File: src/rtl/bmem_port_arbiter_if.sv
// Signal bundle between the burst memory port, the instruction cache and the data cache.
// The master modport is the arbiter's view; slave is the memory/cache environment.
interface bmem_port_arbiter_if;
    logic        bmem_ready;
    logic        bmem_read;
    logic        bmem_write;
    logic [31:0] bmem_addr;
    logic [63:0] bmem_wdata;
    logic [31:0] bmem_raddr;
    logic [63:0] bmem_rdata;
    logic        bmem_rvalid;

    logic        icache_read;
    logic [31:0] icache_addr;
    logic [63:0] icache_rdata;
    logic        icache_rvalid;
    logic        icache_done;

    logic        dcache_read;
    logic        dcache_write;
    logic [31:0] dcache_addr;
    logic [63:0] dcache_wdata;
    logic        dcache_wready;
    logic [63:0] dcache_rdata;
    logic        dcache_rvalid;
    logic        dcache_done;

    modport master (
        input  bmem_ready, bmem_raddr, bmem_rdata, bmem_rvalid,
        input  icache_read, icache_addr,
        input  dcache_read, dcache_write, dcache_addr, dcache_wdata,
        output bmem_read, bmem_write, bmem_addr, bmem_wdata,
        output icache_rdata, icache_rvalid, icache_done,
        output dcache_wready, dcache_rdata, dcache_rvalid, dcache_done
    );

    modport slave (
        output bmem_ready, bmem_raddr, bmem_rdata, bmem_rvalid,
        output icache_read, icache_addr,
        output dcache_read, dcache_write, dcache_addr, dcache_wdata,
        input  bmem_read, bmem_write, bmem_addr, bmem_wdata,
        input  icache_rdata, icache_rvalid, icache_done,
        input  dcache_wready, dcache_rdata, dcache_rvalid, dcache_done
    );
endinterface

File: src/rtl/bmem_port_arbiter.sv
// Shares one burst memory port between icache (line reads) and dcache (line reads/writes),
// one transaction at a time, alternating owners under contention so neither starves.
module bmem_port_arbiter #(
    parameter int unsigned BURST_LEN = 4
) (
    input logic               clk,
    input logic               rst,
    bmem_port_arbiter_if.master io
);
    localparam int unsigned ADDR_W    = 32;
    localparam int unsigned DATA_W    = 64;
    localparam int unsigned CNT_W     = (BURST_LEN > 1) ? $clog2(BURST_LEN) : 1;
    localparam logic [CNT_W-1:0]  LAST_BEAT = CNT_W'(BURST_LEN - 1);
    localparam logic [ADDR_W-1:0] LINE_MASK = ~ADDR_W'(32'h1F);

    typedef enum logic [2:0] {IDLE, RD_CMD, RD_WAIT, WR_BURST, DONE} state_t;

    state_t            state;
    logic [CNT_W-1:0]  beat;
    logic              own_d;
    logic              icache_first;
    logic [ADDR_W-1:0] addr_q;
    logic              read_q;
    logic              write_q;
    logic              done_i_q;
    logic              done_d_q;

    logic d_req;
    logic grant_d;
    logic run;
    logic fwd;

    // icache jumps the queue only right after a dcache line that kept it waiting
    always_comb begin
        d_req   = io.dcache_read || io.dcache_write;
        grant_d = d_req && !(icache_first && io.icache_read);
    end

    always_ff @(posedge clk) begin
        if (rst) begin
            state        <= IDLE;
            beat         <= '0;
            own_d        <= 1'b0;
            icache_first <= 1'b0;
            addr_q       <= '0;
            read_q       <= 1'b0;
            write_q      <= 1'b0;
            done_i_q     <= 1'b0;
            done_d_q     <= 1'b0;
        end else begin
            done_i_q <= 1'b0;
            done_d_q <= 1'b0;
            case (state)
                IDLE: begin
                    if (d_req || io.icache_read) begin
                        own_d  <= grant_d;
                        beat   <= '0;
                        addr_q <= (grant_d ? io.dcache_addr : io.icache_addr) & LINE_MASK;
                        if (grant_d && io.dcache_write) begin
                            state   <= WR_BURST;
                            write_q <= 1'b1;
                        end else begin
                            state   <= RD_CMD;
                            read_q  <= 1'b1;
                        end
                    end
                end
                RD_CMD: begin
                    if (io.bmem_ready) begin
                        state  <= RD_WAIT;
                        read_q <= 1'b0;
                    end
                end
                RD_WAIT: begin
                    if (io.bmem_rvalid) begin
                        beat <= beat + CNT_W'(1);
                        if (beat == LAST_BEAT) begin
                            state    <= DONE;
                            done_i_q <= !own_d;
                            done_d_q <= own_d;
                        end
                    end
                end
                WR_BURST: begin
                    if (io.bmem_ready) begin
                        beat <= beat + CNT_W'(1);
                        if (beat == LAST_BEAT) begin
                            state    <= DONE;
                            write_q  <= 1'b0;
                            done_i_q <= !own_d;
                            done_d_q <= own_d;
                        end
                    end
                end
                DONE: begin
                    state        <= IDLE;
                    icache_first <= own_d && io.icache_read;
                end
                default: state <= IDLE;
            endcase
        end
    end

    // Every output is forced low while reset is applied, even mid-burst
    always_comb begin
        run              = !rst;
        fwd              = run && (state == RD_WAIT) && io.bmem_rvalid;
        io.bmem_read     = run && read_q;
        io.bmem_write    = run && write_q;
        io.bmem_addr     = (run && (read_q || write_q)) ? addr_q : '0;
        io.bmem_wdata    = (run && write_q) ? io.dcache_wdata : '0;
        io.dcache_wready = run && write_q && io.bmem_ready;
        io.icache_rvalid = fwd && !own_d;
        io.dcache_rvalid = fwd && own_d;
        io.icache_rdata  = (fwd && !own_d) ? io.bmem_rdata : DATA_W'(0);
        io.dcache_rdata  = (fwd && own_d) ? io.bmem_rdata : DATA_W'(0);
        io.icache_done   = run && done_i_q;
        io.dcache_done   = run && done_d_q;
    end

    a_no_rw_overlap: assert property (@(posedge clk) disable iff (rst)
        !(io.bmem_read && io.bmem_write));
    a_raddr_match: assert property (@(posedge clk) disable iff (rst)
        (state == RD_WAIT && io.bmem_rvalid) |-> (io.bmem_raddr == addr_q));
endmodule

File: src/flat_wrapper.sv
// flat-port wrapper written by rule: the top's interface ports become plain ports
module bmem_port_arbiter_flat 
#(
    parameter int unsigned BURST_LEN = 4
)
  (clk, rst, io_bmem_ready, io_bmem_raddr, io_bmem_rdata, io_bmem_rvalid, io_icache_read, io_icache_addr, io_dcache_read, io_dcache_write, io_dcache_addr, io_dcache_wdata, io_bmem_read, io_bmem_write, io_bmem_addr, io_bmem_wdata, io_icache_rdata, io_icache_rvalid, io_icache_done, io_dcache_wready, io_dcache_rdata, io_dcache_rvalid, io_dcache_done);
  bmem_port_arbiter_if io_i ();
  input logic clk;
  input logic rst;
  input wire logic [$bits(io_i.bmem_ready)-1:0] io_bmem_ready;
  input wire logic [$bits(io_i.bmem_raddr)-1:0] io_bmem_raddr;
  input wire logic [$bits(io_i.bmem_rdata)-1:0] io_bmem_rdata;
  input wire logic [$bits(io_i.bmem_rvalid)-1:0] io_bmem_rvalid;
  input wire logic [$bits(io_i.icache_read)-1:0] io_icache_read;
  input wire logic [$bits(io_i.icache_addr)-1:0] io_icache_addr;
  input wire logic [$bits(io_i.dcache_read)-1:0] io_dcache_read;
  input wire logic [$bits(io_i.dcache_write)-1:0] io_dcache_write;
  input wire logic [$bits(io_i.dcache_addr)-1:0] io_dcache_addr;
  input wire logic [$bits(io_i.dcache_wdata)-1:0] io_dcache_wdata;
  output wire logic [$bits(io_i.bmem_read)-1:0] io_bmem_read;
  output wire logic [$bits(io_i.bmem_write)-1:0] io_bmem_write;
  output wire logic [$bits(io_i.bmem_addr)-1:0] io_bmem_addr;
  output wire logic [$bits(io_i.bmem_wdata)-1:0] io_bmem_wdata;
  output wire logic [$bits(io_i.icache_rdata)-1:0] io_icache_rdata;
  output wire logic [$bits(io_i.icache_rvalid)-1:0] io_icache_rvalid;
  output wire logic [$bits(io_i.icache_done)-1:0] io_icache_done;
  output wire logic [$bits(io_i.dcache_wready)-1:0] io_dcache_wready;
  output wire logic [$bits(io_i.dcache_rdata)-1:0] io_dcache_rdata;
  output wire logic [$bits(io_i.dcache_rvalid)-1:0] io_dcache_rvalid;
  output wire logic [$bits(io_i.dcache_done)-1:0] io_dcache_done;
  assign io_i.bmem_ready = io_bmem_ready;
  assign io_i.bmem_raddr = io_bmem_raddr;
  assign io_i.bmem_rdata = io_bmem_rdata;
  assign io_i.bmem_rvalid = io_bmem_rvalid;
  assign io_i.icache_read = io_icache_read;
  assign io_i.icache_addr = io_icache_addr;
  assign io_i.dcache_read = io_dcache_read;
  assign io_i.dcache_write = io_dcache_write;
  assign io_i.dcache_addr = io_dcache_addr;
  assign io_i.dcache_wdata = io_dcache_wdata;
  assign io_bmem_read = io_i.bmem_read;
  assign io_bmem_write = io_i.bmem_write;
  assign io_bmem_addr = io_i.bmem_addr;
  assign io_bmem_wdata = io_i.bmem_wdata;
  assign io_icache_rdata = io_i.icache_rdata;
  assign io_icache_rvalid = io_i.icache_rvalid;
  assign io_icache_done = io_i.icache_done;
  assign io_dcache_wready = io_i.dcache_wready;
  assign io_dcache_rdata = io_i.dcache_rdata;
  assign io_dcache_rvalid = io_i.dcache_rvalid;
  assign io_dcache_done = io_i.dcache_done;
  bmem_port_arbiter #(.BURST_LEN(BURST_LEN)) u_core (.clk(clk), .rst(rst), .io(io_i));
endmodule
File: config.mk
export PLATFORM = sky130hd
export DESIGN_NAME = bmem_port_arbiter_flat
export DESIGN_NICKNAME = d
export VERILOG_FILES = /design/src/rtl/bmem_port_arbiter_if.sv /design/src/rtl/bmem_port_arbiter.sv /design/src/flat_wrapper.sv
export SDC_FILE = /design/constraint.sdc
export NUM_CORES = 1
export LEC_CHECK = 0
export ABC_CLOCK_PERIOD_IN_PS = 4170
export BUFFER_PORTS_ARGS = -buffer_cell sky130_fd_sc_hd__buf_2
export CORE_AREA = 2 2 177 179
export CTS_CLUSTER_SIZE = 28
export DETAILED_ROUTE_END_ITERATION = 6
export DIE_AREA = 0 0 179 181
export PLACE_DENSITY = 0.43
export SLEW_MARGIN = 25
export SYNTH_ARGS = -nofsm -noshare
export SYNTH_HDL_FRONTEND = slang
export SYNTH_SLANG_ARGS = --single-unit
File: constraint.sdc
create_clock -name clk -period 4.17 [get_ports clk]
set_clock_uncertainty 0.2 [all_clocks]
set_input_delay 1.0425 -clock clk [delete_from_list [all_inputs] [get_ports clk]]
set_output_delay 1.0425 -clock clk [all_outputs]
set_load 0.01 [all_outputs]
* Word level (Yosys, flattened, before mapping)
Cells that the tools add are included.
** Storage, ports and cells
- Register bits after elaboration :: 38
- Input port bits :: 231
- Output and inout port bits :: 231
- Word-level logic and storage cells :: 84
** Operators by class
- Add/subtract/negate cells :: 1
- Eq/ne operators :: 12
- Muxes and demuxes :: 33
- Reduce and logical (&&, ||, !) cells :: 29
** Operators by type and width (number)
- two-way mux 64 bit :: 3
- two-way mux 32 bit :: 2
- two-way mux 3 bit :: 5
- logical AND 1 bit :: 14
- two-way mux 1 bit :: 13
- case mux 3 bit (4 select lines) :: 1
- AND reduction 4 bit :: 3
- two-way mux 2 bit :: 4
- inequality test 2 bit (second input constant) :: 4
- case mux 1 bit (2 select lines) :: 4
- == test 3 x 2 -> 1 bit (second input constant) :: 2
- inequality test 2 x 1 -> 1 bit (second input constant) :: 3
- case mux 2 bit (3 select lines) :: 1
- AND reduction 5 bit :: 1
- nonzero test 2 bit :: 2
- == test 3 x 1 -> 1 bit (second input constant) :: 1
- == test 3 bit (second input constant) :: 1
- zero test 1 bit :: 3
- zero test 3 bit :: 1
- logical OR 1 bit :: 3
- nonzero test 3 bit :: 1
- adder 2 x 1 -> 2 bit (second input constant) :: 1
- == test 2 bit (second input constant) :: 1
- AND reduction 2 bit :: 1

* Depth between registers and ports, before layout
- Depth after elaboration :: 7
- Depth in mapped cells :: 7
- Mapped depth without buffers :: 5

* Least setup slack after synthesis
OpenSTA, ideal clock, no wires.
- Path kind :: input-to-output
- From :: input port rst
- To :: output port io_dcache_rdata[10]
- Arrival :: 2.019 ns
- Required time :: 2.928 ns
- Path slack :: 0.909 ns
- Stages on the path :: 6
- Path buffers :: 2
- Path through :: nor2_1 nand4_1 nor2_1 clkbuf_2 clkbuf_1 and2_1
** Between the ends
- Longest elaborated chain between the ends :: 5
** RTL lines
- from (decl) :: RTL line flat_wrapper.sv:9 : input logic rst;
- zero test 1 bit :: RTL line bmem_port_arbiter.sv:106 : run = !rst;
- logical AND 1 bit (2 in series) :: RTL line bmem_port_arbiter.sv:107 : fwd = run && (state == RD_WAIT) && io.bmem_rvalid;
- logical AND 1 bit :: RTL line bmem_port_arbiter.sv:116 : io.dcache_rdata = (fwd && own_d) ? io.bmem_rdata : DATA_W'(0);
- two-way mux 64 bit :: RTL line bmem_port_arbiter.sv:116
- to (decl) :: RTL line flat_wrapper.sv:28 : output wire logic [$bits(io_i.dcache_rdata)-1:0] io_dcache_rdata;
Every way passes these cells.

* Final worst setup path
- From :: input port rst
- To :: output port io_dcache_rdata[59]
The elaborated chain is that of the path after synthesis.

==> run metrics <==
status complete, no violations; total global-route track usage 10.3%; GRT overflow 0; Hold WC Path Type reg2reg; WHS Path Cells 2; number of nets still failing antenna checks after routing 0; slew of the pin with the lowest slew margin 0.679 ns; Hold Vio Cnt, Final 0; Worst-path clk slew 0.05 ns; clock power share 37.3%; global-route wire length before repair 25.3 mm; Seq cells post-synth 38; Period minus WS final 3.71 ns; DRC Markers 0; Clk Latency, worst-skew pair 0.29 ns; CTS tree done; DRT Pass-1 Iters 4; FILL cells 3476; Seq pwr share 31.8%; max_cap viols 0; CP Capture Type primary output; main flop type after synthesis dfxtp_1; Crit Path Class in2out; Final nets 1065; via count 4358; Die Span Y 181 um; RePlAce Congestion 0.781; WL/cell 14.3 um; Min-Delay Endpoint u_core.addr_q[27]; synthesized area 3340 um2; Setup Viol. Count Final 0; Finished Layout Cells 1231; pwr dens 224 nW/um2; CTS resizes 0; Placeable Area 30300 um2; postcts setup bufs 0; gate count of the mapped netlist 440; register area share after synthesis 22.8%; post-synth top area share 41.4%; RSZ-0062 raised after global routing no; Die W 179 um; root cell of the clock tree clkbuf_16; switch share 29.9%; area delta synth->final 80.8%; Ys Warns 0; r2r setup slk 2.22 ns; Synth area leader and2_1; antenna violations before repair 2; Total Routed Length 17.6 mm; reg2reg end u_core.own_d; Post-CTS Hold Buffers 0; post-DP HPWL 15.0 mm; layout cells sized above 1 53.7%; total CTS buffers 5; initial drt markers 150; critical path arrival 2.47 ns; combinational share of power 31.0%; Reg2Reg Depth 4; fin. max-slew vios 0; vias in the first global route 4267; EDFF count, synth 0; Async S/R FF share, synth 0%; Required @ worst endpoint 2.93 ns; origin of the worst min-delay path u_core.addr_q[27]; Rel. slew slack 54.6%; largest net degree at the start of global routing 59; fin crit share 89.0%; H-tree depth 2; Post-Place Cells 1222; Worst Path Max Fanout 57; cell internal pwr 0.946 mW; Initial Util 11.0%; Peak VDD IR 0.000182 V; reg2reg start u_core.state[2]; Setup TNS 0 ns; most frequent cell after synthesis and2_1; IO Port Bufs 414; Synth area leaders and2_1 41%, dfxtp_1 23%, mux2i_1 8.1%; Synth top cells by count 221 x and2_1, 38 x dfxtp_1, 37 x nor2_1; Sw Pwr 0.404 mW; leakage 3.47 nW; FMAX 0.269 GHz; Longest Clk Path Bufs 2; syn avg cell area 7.58 um2; die area 32400 um2; CTS Sinks 38; Row Count 64; Via density 3.54; startpoint types primary input; I/O pin count 462; synth unique cells 38
per-layer routing:
| metal | part of all wire (%) | vias to the layer above | global-route usage [%] | wire, um |
|---|---|---|---|---|
| met5 | 0.068 | - | 0 | 12 |
| met4 | 2.2 | 2 | 2.83 | 379 |
| met3 | 9.1 | 20 | 2.71 | 1600 |
| met2 | 49 | 219 | 18.6 | 8700 |
| met1 | 39 | 1921 | 11.8 | 6930 |
| li1 | - | 2196 | - | - |
sequential cells by signal, summed over array words and instances (netlist names):
| signal | flops |
|---|---|
| u_core.state | 3 |
| u_core.done_d_q | 1 |
| u_core.read_q | 1 |
| u_core.icache_first | 1 |
| u_core.done_i_q | 1 |
| u_core.addr_q | 27 |
| u_core.beat | 2 |
| u_core.write_q | 1 |
| u_core.own_d | 1 |
through the flow:
step / power [mW] / utilization [%] / hold WS, ns / area, um2 / setup slack, ns
CTS: 1.38 / 19.9 / 0.294 / 6030 / 0.408
global route: 1.44 / 19.9 / 0.318 / 6030 / 0.302
global placement: 0.862 / 19.2 / 0.282 / 5830 / 0.408
finish: 1.35 / 19.9 / 0.291 / 6030 / 0.457
detailed placement: 0.864 / 19.2 / 0.287 / 5830 / 0.417
floorplan: 0.666 / - / 0.272 / 3350 / 0.909
layout make-up:
type	instances	area, um2	area share, %
antenna	1	2.50	0.0415
sequential	38	761	12.6
timing repair buffer	425	2190	36.3
multi-input combinational	360	2370	39.4
tap	396	495	8.22
inverter	3	11.3	0.187
clock buffer	5	125	2.07
clock inverter	3	68.8	1.14
logic make-up (layout without fill, tap and decap cells):
kind of cell,after synthesis,count (layout),share of synthesized area (%)
AO/OA/AOI/OAI,42,42,9.49
flip-flops,38,38,22.8
other,1,6,0.112
multiplexers,31,31,9.56
adder cells (fa/ha/maj),1,1,0.375
buffers and inverters,46,436,7.46
AND/OR/NAND/NOR,281,281,50.2
cell usage in the layout, fill, tap and decap left out, drive strengths merged, types with 5 or more instances in the layout:
master  synthesis  layout
a21oi           5       5
nor2           38      38
a211oi         28      28
mux2i          27      27
buf            16     425
and2          222     222
dfxtp          38      38
nand2           5       5
conb            1       5
clkbuf         27       5
power by group through the flow:
stage          Clock (mW)  Combinational (mW)  Sequential (mW)
6_report            0.503               0.418            0.429
5_1_grt             0.538               0.469            0.435
4_1_cts             0.523               0.429            0.429
3_5_place_dp            0               0.427            0.437
3_3_place_gp            0               0.426            0.436
2_1_floorplan           0               0.237            0.428
how the worst max path moves through the flow:
stage / start / end / slack [ns] / cells after the start
floorplan: rst / io_dcache_rdata[10] / 0.91 / 6
global placement: rst / io_dcache_rdata[59] / 0.41 / 7
detailed placement: rst / io_icache_rdata[30] / 0.42 / 7
CTS: rst / io_icache_rdata[30] / 0.41 / 7
global route: rst / io_icache_rdata[30] / 0.30 / 7
finish: rst / io_dcache_rdata[59] / 0.46 / 7
worst max-delay path, cell delays in order:
cell,delay [ns]
buf_2,0.12
nor2_1,0.22
nand4_1,0.27
nor2_4,0.21
buf_12,0.21
and2_1,0.21
buf_2,0.15
(Power assumes the default switching activity.)
